===== src/rtl/vga_timing_gen.sv =====
// Raster timing generator: pixel coordinates, active-video enable, h/v sync and line/frame pulses.
// Optional completed-frame counter on o_frame_cnt when VGA_FRAME_CNT_EN is defined (tied to 0 otherwise).
module vga_timing_gen #(
    parameter int unsigned H_ACTIVE = 1280,
    parameter int unsigned H_FP     = 110,
    parameter int unsigned H_SYNC   = 40,
    parameter int unsigned H_BP     = 220,
    parameter int unsigned V_ACTIVE = 720,
    parameter int unsigned V_FP     = 5,
    parameter int unsigned V_SYNC   = 5,
    parameter int unsigned V_BP     = 20,
    parameter bit          H_POL    = 1'b1,
    parameter bit          V_POL    = 1'b1
) (
    input  logic        i_clk,
    input  logic        i_rst_n,
    input  logic        i_en,
    output logic [15:0] o_x,
    output logic [15:0] o_y,
    output logic        o_de,
    output logic        o_h_sync,
    output logic        o_v_sync,
    output logic        o_line_start,
    output logic        o_frame_start,
    output logic [15:0] o_frame_cnt
);

    localparam int unsigned H_TOTAL = H_ACTIVE + H_FP + H_SYNC + H_BP;
    localparam int unsigned V_TOTAL = V_ACTIVE + V_FP + V_SYNC + V_BP;

    if (H_TOTAL > 65535) begin : g_h_total_chk
        $error("vga_timing_gen: H_TOTAL exceeds 65535");
    end
    if (V_TOTAL > 65535) begin : g_v_total_chk
        $error("vga_timing_gen: V_TOTAL exceeds 65535");
    end

    localparam logic [15:0] H_LAST   = 16'(H_TOTAL - 1);
    localparam logic [15:0] V_LAST   = 16'(V_TOTAL - 1);
    localparam logic [15:0] H_ACT    = 16'(H_ACTIVE);
    localparam logic [15:0] V_ACT    = 16'(V_ACTIVE);
    localparam logic [15:0] HS_BEG   = 16'(H_ACTIVE + H_FP);
    localparam logic [15:0] HS_END   = 16'(H_ACTIVE + H_FP + H_SYNC);
    localparam logic [15:0] VS_BEG   = 16'(V_ACTIVE + V_FP);
    localparam logic [15:0] VS_END   = 16'(V_ACTIVE + V_FP + V_SYNC);

    logic [15:0] h_cnt_q, h_cnt_d;
    logic [15:0] v_cnt_q, v_cnt_d;
    logic [15:0] x_q, x_d;
    logic [15:0] y_q, y_d;
    logic        de_q, de_d;
    logic        hs_q, hs_d;
    logic        vs_q, vs_d;
    logic        ls_q, ls_d;
    logic        fs_q, fs_d;

    // Raster counter next state
    always_comb begin
        h_cnt_d = h_cnt_q;
        v_cnt_d = v_cnt_q;
        if (i_en) begin
            if (h_cnt_q == H_LAST) begin
                h_cnt_d = 16'd0;
                if (v_cnt_q == V_LAST) begin
                    v_cnt_d = 16'd0;
                end else begin
                    v_cnt_d = v_cnt_q + 16'd1;
                end
            end else begin
                h_cnt_d = h_cnt_q + 16'd1;
            end
        end else begin
            h_cnt_d = h_cnt_q;
            v_cnt_d = v_cnt_q;
        end
    end

    // Output decode from the pre-increment counter values; pulses drop on stalled cycles
    always_comb begin
        x_d  = x_q;
        y_d  = y_q;
        de_d = de_q;
        hs_d = hs_q;
        vs_d = vs_q;
        ls_d = 1'b0;
        fs_d = 1'b0;
        if (i_en) begin
            x_d  = h_cnt_q;
            y_d  = v_cnt_q;
            de_d = (h_cnt_q < H_ACT) && (v_cnt_q < V_ACT);
            hs_d = ((h_cnt_q >= HS_BEG) && (h_cnt_q < HS_END)) ? H_POL : ~H_POL;
            vs_d = ((v_cnt_q >= VS_BEG) && (v_cnt_q < VS_END)) ? V_POL : ~V_POL;
            ls_d = (h_cnt_q == 16'd0);
            fs_d = (h_cnt_q == 16'd0) && (v_cnt_q == 16'd0);
        end else begin
            ls_d = 1'b0;
            fs_d = 1'b0;
        end
    end

    // Counter and output registers
    always_ff @(posedge i_clk or negedge i_rst_n) begin
        if (!i_rst_n) begin
            h_cnt_q <= 16'd0;
            v_cnt_q <= 16'd0;
            x_q     <= 16'd0;
            y_q     <= 16'd0;
            de_q    <= 1'b0;
            hs_q    <= ~H_POL;
            vs_q    <= ~V_POL;
            ls_q    <= 1'b0;
            fs_q    <= 1'b0;
        end else begin
            h_cnt_q <= h_cnt_d;
            v_cnt_q <= v_cnt_d;
            x_q     <= x_d;
            y_q     <= y_d;
            de_q    <= de_d;
            hs_q    <= hs_d;
            vs_q    <= vs_d;
            ls_q    <= ls_d;
            fs_q    <= fs_d;
        end
    end

`ifdef VGA_FRAME_CNT_EN
    logic [15:0] fcnt_q, fcnt_d;
    logic        seen_q, seen_d;

    // The first frame_start after reset opens frame 0 and is not a completed frame
    always_comb begin
        fcnt_d = fcnt_q;
        seen_d = seen_q;
        if (fs_d) begin
            seen_d = 1'b1;
            if (seen_q) begin
                fcnt_d = fcnt_q + 16'd1;
            end else begin
                fcnt_d = fcnt_q;
            end
        end else begin
            fcnt_d = fcnt_q;
        end
    end

    // Frame counter registers
    always_ff @(posedge i_clk or negedge i_rst_n) begin
        if (!i_rst_n) begin
            fcnt_q <= 16'd0;
            seen_q <= 1'b0;
        end else begin
            fcnt_q <= fcnt_d;
            seen_q <= seen_d;
        end
    end

    assign o_frame_cnt = fcnt_q;
`else
    assign o_frame_cnt = 16'd0;
`endif

    assign o_x           = x_q;
    assign o_y           = y_q;
    assign o_de          = de_q;
    assign o_h_sync      = hs_q;
    assign o_v_sync      = vs_q;
    assign o_line_start  = ls_q;
    assign o_frame_start = fs_q;

endmodule


===== config.mk =====
export PLATFORM = sky130hd
export DESIGN_NAME = vga_timing_gen
export DESIGN_NICKNAME = d
export VERILOG_FILES = /design/src/rtl/vga_timing_gen.sv
export SDC_FILE = /design/constraint.sdc
export NUM_CORES = 1
export LEC_CHECK = 0
export ABC_AREA = 1
export CELL_PAD_IN_SITES_DETAIL_PLACEMENT = 0
export CELL_PAD_IN_SITES_GLOBAL_PLACEMENT = 2
export CORE_MARGIN = 2
export CORE_UTILIZATION = 28
export DETAILED_ROUTE_END_ITERATION = 12
export GPL_ROUTABILITY_DRIVEN = 1
export MAX_ROUTING_LAYER = met4
export PLACE_DENSITY = 0.77
export SKIP_LAST_GASP = 1
export SLEW_MARGIN = 20
export SYNTH_ARGS = -nofsm -noshare
export SYNTH_HDL_FRONTEND = slang
export SYNTH_SLANG_ARGS = --single-unit

===== constraint.sdc =====
create_clock -name i_clk -period 1.7 [get_ports i_clk]
set_clock_uncertainty 0.2 [all_clocks]
set_input_delay 0.34 -clock i_clk [delete_from_list [all_inputs] [get_ports i_clk]]
set_output_delay 0.34 -clock i_clk [all_outputs]
set_load 0.01 [all_outputs]

# After elaboration in Yosys (flattened, before gate mapping)
# Index checks and enable logic that the tools add are counted.
word_totals:
  input_bits: 3
  register_bits: 69
classes:
  eq_ne: 2
  order_cmp: 6
  reduce_logical: 7
  n_mux: 6
  addsub: 2
op_table:
  columns: ["operator", "count"]
  rows:
  - ["adder 16 x 1 -> 16 bit (second input constant)", 2]
  - ["zero test 16 bit", 2]
  - ["less-than comparator 16 x 10 -> 1 bit (second input constant)", 2]
  - ["less-than comparator 16 x 11 -> 1 bit (second input constant)", 2]
  - ["2-to-1 mux 16 bit", 2]
  - ["equality test 16 x 10 -> 1 bit (second input constant)", 1]
  - ["equality test 16 x 11 -> 1 bit (second input constant)", 1]
  - [">= comparator 16 x 10 -> 1 bit (second input constant)", 1]
  - [">= comparator 16 x 11 -> 1 bit (second input constant)", 1]
  - ["logical AND 1 bit", 4]
  - ["2-to-1 mux 1 bit", 4]
  - ["AND reduction 2 bit", 1]

# Depth between registers and ports, before layout
logic_depth:
  ltp_word: 3
  depth_mapped: 11
  mapped_depth_nobuf: 11

# Least setup slack after synthesis
# Ideal clock, no wire load.
synth_timing:
  path_type: "register to register"
  startpoint: "register h_cnt_q[1]"
  endpoint: "register v_cnt_q[12]"
  slack_ns: 0.086
  period_less_slack_ns: 1.614
  arrival_time_ns: 1.296
  t_required_ns: 1.382
  path_stages_with_launch: 9
  setup_time_ns: 0.118
  path_cell_list: "dfrtp_1 -> inv_1 -> ha_1 -> nand2_1 -> nor2_2 -> nand3_4 -> buf_6 -> nand2_1 -> o21ai_2"
synth_via:
  elab_chain_cells: 2
synth_rtl:
  columns: ["element", "line", "source"]
  rows:
  - ["start, declared", "47", "logic [15:0] h_cnt_q, h_cnt_d;"]
  - ["start signal, assigned", "114", "h_cnt_q <= h_cnt_d;"]
  - ["equality test 16 x 11 -> 1 bit", "62", "if (h_cnt_q == H_LAST) begin"]
  - ["AND reduction 2 bit (no line)", null, null]
  - ["end signal, assigned", "115", "v_cnt_q <= v_cnt_d;"]
  - ["end, declared", "48", "logic [15:0] v_cnt_q, v_cnt_d;"]
# Every way passes these cells.
# A chain may end at the register's enable or synchronous reset.

# Worst setup path in the final report
layout_timing:
  startpoint: "register h_cnt_q[15]"
  endpoint: "register v_cnt_q[8]"
# Same word-level chain as after synthesis.

==> tab_implementation.tex <==
\begin{tabular}{lr}
\hline
Metric & Value \\
\hline
\multicolumn{2}{l}{\textbf{Drt}} \\
\quad Total via count after detailed routing & roughly 3600 \\
\quad Final antenna-violating net count & 0 \\
\quad Number of design-rule violations left by the first detailed-router iteration & $\sim$200 \\
\quad Length of the first detailed-routing pass in iterations & 7 \\
\quad Number of vias per cell after detailed routing & $\sim$4.5 \\
\quad Total routed wirelength & $\sim$11 mm \\
\quad Routed len/inst & about 14 µm \\
\quad Final routed DRC violation total & 0 \\
\multicolumn{2}{l}{\textbf{Cells and area}} \\
\quad Number of antenna cells inserted & 0 \\
\quad Top library cells by usage in the layout, fill and taps aside & nand2\_1, buf\_4, dfrtp\_1, nor2\_1, inv\_1 \\
\quad Net total in the final layout & 629 \\
\quad Fraction of final layout cells with drive strength greater than 1 & between 20\% and 30\% \\
\quad Most common cell after layout, fill and taps aside & nand2\_1 \\
\quad Core Util, Final & about two fifths \\
\quad Area growth, synth to finish & 40.0\% \\
\quad Cell area after layout & roughly 5300 µm² \\
\quad Post-route insts no fill & 800 \\
\quad Number of fill cells & approximately 1400 \\
\multicolumn{2}{l}{\textbf{STA}} \\
\quad Crit share post-route & a little over nine tenths \\
\quad WHS & $\sim$0.27 ns \\
\quad Final total negative setup slack & 0 ns \\
\quad Final setup violating endpoints & 0 \\
\quad Setup repair after global routing missed its margin & true \\
\quad Final Max Slew Viols & 0 \\
\quad Slack of the critical path & 0.0201 ns \\
\quad Minimum period implied by the final worst setup slack & roughly 1.7 ns \\
\quad Achievable Freq & 0.595 GHz \\
\quad Hold Vio Cnt, Final & 0 \\
\multicolumn{2}{l}{\textbf{Yosys}} \\
\quad Share of the synthesized area in the top cell type & $\sim$46\% \\
\quad Share of synthesized area occupied by flip-flops and latches & between 40 and 50\% \\
\quad Instance count of the mapped netlist & 503 \\
\quad Area of the mapped netlist & 3780 µm² \\
\quad Yosys Warn Count & 0 \\
\quad Synth area leader & dfrtp\_1 \\
\quad Number of distinct library cells after synthesis & 29 \\
\quad \#FFs+latches synth & 69 \\
\quad Synthesized area per cell & 7.52 µm² \\
\quad Top cells by area in the synthesized netlist & dfrtp\_1, nand2\_1, nor2\_1, nand3\_1, inv\_1 \\
\multicolumn{2}{l}{\textbf{Power}} \\
\quad Share of total power in sequential cells & a little under two fifths \\
\quad VDD IR-drop max & between 0.0004 and 0.0005 V \\
\quad Power density normalized to cell area & around 950 nW/µm² \\
\quad Internal power component & about 3.5 mW \\
\quad Switching Fraction & a little under a third \\
\quad Net switching component of the power & 1.56 mW \\
\quad Combinational share of power & 24.0\% \\
\quad Power Total & between 5 and 6 mW \\
\quad Clock Power Share & about 38\% \\
\quad Standby leakage power & 2.68 nW \\
\multicolumn{2}{l}{\textbf{Global route}} \\
\quad Maximum number of pins on one net before global-route repair & 70 \\
\quad Vias in the first global route & around 3600 \\
\quad Overflow after GRT & 0 \\
\quad Number of antenna violations at the first check in global routing & 0 \\
\quad Global-route total usage across every layer & approximately 17\% \\
\quad First-pass GRT wire length & around 18 mm \\
\multicolumn{2}{l}{\textbf{Status}} \\
\quad Outcome & completed \\
\multicolumn{2}{l}{\textbf{Floorplanning}} \\
\quad Initial Util & approximately 29\% \\
\quad Width of the die & 120 µm \\
\quad Die extent in y & $\sim$120 µm \\
\quad Core Rows & 42 \\
\quad Die footprint & 14500 µm² \\
\quad I/O pin total & 56 \\
\quad Area inside the core boundary & between 10000 and 15000 µm² \\
\multicolumn{2}{l}{\textbf{Clocking}} \\
\quad Total clock buffers created by CTS & 9 \\
\quad Number of clock sinks seen by CTS & 69 \\
\quad Clock latency reported for the late side of the worst-skew pair & between 0.3 and 0.4 ns \\
\quad Maximum buffer depth of the clock tree & 2 \\
\quad Library cell used as clock root buffer & clkbuf\_16 \\
\quad H-tree levels & 3 \\
\quad TritonCTS clock tree & done \\
\quad Clock Pin Slew Worst Setup and Hold Paths & roughly 0.06 ns \\
\multicolumn{2}{l}{\textbf{Worst hold path}} \\
\quad Class of the worst hold path & reg -> reg \\
\quad Hold path endpoint & o\_x[7] \\
\quad Cell depth of the worst min-delay path & 2 \\
\quad Launch instance of the worst min-delay path & o\_x[7] \\
\multicolumn{2}{l}{\textbf{Placed design}} \\
\quad Routability-driven placement congestion ratio & just under 0.9 \\
\quad Instance count after placement with tap cells included & approximately 800 \\
\quad Placement Setup Slack & -0.299 ns \\
\quad Port-buffer cells & 39 \\
\quad Detail Placement HPWL & $\sim$8 mm \\
\quad Standard cell area after detailed placement & a little under 5000 µm² \\
\multicolumn{2}{l}{\textbf{Setup path}} \\
\quad Endpoint type of the worst setup path & flop \\
\quad Data required, critical path & between 1.5 and 2 ns \\
\quad Beginning of the worst register-to-register path & h\_cnt\_q[15] \\
\quad Depth of the most critical reg-to-reg path & 7 \\
\quad Setup slack of the most critical reg-to-reg path & 0.02 ns \\
\quad Critical path fanouts, max & 8 \\
\quad Kind of start point of the critical path & flop \\
\quad Arrival time of the worst setup path & roughly 1.7 ns \\
\quad Startpoint-to-endpoint class of the critical path & reg -> reg \\
\quad R2R Path End & v\_cnt\_q[8] \\
\multicolumn{2}{l}{\textbf{Job}} \\
\quad Max-capacitance violation count & 0 \\
\hline
\end{tabular}
## cells in the mapped netlist
cell      count
xor2_1        9
nor2_4        2
buf_2         8
nand3_4       1
o21ai_1       7
buf_4        16
nand4_1      17
a211oi_1      1
nor2_1       52
inv_2         5
nor4_1        1
ha_1          7
nand2_1     165
nand2_2       1
buf_6         2
clkbuf_1      5
a21oi_1       2
o32a_1        1
o21bai_1      2
o21ai_0      31
nand3_1      37
nor3_1        7
nor2_2        5
buf_1         1
o21a_1        1
dfrtp_1      69
conb_1        1
inv_1        43
o21ai_2       4
## flip-flops by register name, summed over array words and instances (netlist names)
register / flops
o_y: 16
h_cnt_q: 16
o_h_sync: 1
o_line_start: 1
o_x: 16
o_de: 1
o_v_sync: 1
v_cnt_q: 16
o_frame_start: 1
## layer usage
metal / vias to the layer above / wire length (µm) / global-route usage, %
met1: 1708 / 5000 / 20.4
met4: 0 / 242 / 5.67
li1: 1809 / - / -
met5: - / 0 / -
met3: 16 / 354 / 4.34
met2: 78 / 5500 / 27.6
## final cells by class
type                       count  area, µm²  share of cell area (%)
multi-input combinational    370       1850                    34.9
sequential                    69       1730                    32.6
timing repair buffer         121       1020                    19.2
clock buffer                  10        239                    4.51
tap                          176        220                    4.16
inverter                      48        180                    3.40
clock inverter                 6       62.6                    1.18
## timing repair
action	in CTS	in global routing
buffers inserted	2	3
endpoints found under the hold margin	69	0
hold buffers	1	0
endpoints found under the setup margin	51	25
pin swaps	4	5
cloned	1	0
gates resized for setup	48	35
## power by group through the flow
stage                     combinational, mW  clock (mW)  sequential (mW)
after global placement                 1.13           0             1.97
after floorplan                       0.502           0             2.00
after global routing                   1.33        2.03             1.95
final                                  1.21        1.90             1.93
after CTS                              1.12        1.96             1.93
after detailed placement               1.12           0             1.97
## critical path, stage by stage (launching register included)
cell and delay (ns):
dfrtp_1 0.39, nor2_1 0.13, nand3_2 0.13, nor2_4 0.22, nand3_4 0.19, buf_6 0.20, nand2_2 0.06, o21ai_2 0.05
## cell families (layout without fill, tap and decap cells)
logic type | count (synthesis) | count (layout) | share of synthesized area (%)
AO/OA/AOI/OAI | 49 | 49 | 7.28
adder cells (fa/ha/maj) | 7 | 7 | 2.32
other | 1 | 16 | 0.0991
buffers and inverters | 80 | 185 | 10.2
flip-flops | 69 | 69 | 45.7
XOR/XNOR | 9 | 9 | 2.08
AND/OR/NAND/NOR | 288 | 289 | 32.4
## worst max path at each step
stage	startpoint	cells past startpoint	end
floorplan	h_cnt_q[1]	8	v_cnt_q[12]
global placement	i_en	8	h_cnt_q[10]
detailed placement	i_en	6	v_cnt_q[8]
CTS	h_cnt_q[7]	7	v_cnt_q[2]
global route	h_cnt_q[1]	8	v_cnt_q[11]
finish	h_cnt_q[15]	7	v_cnt_q[8]
No activity file was read; power rests on OpenSTA's default activity.
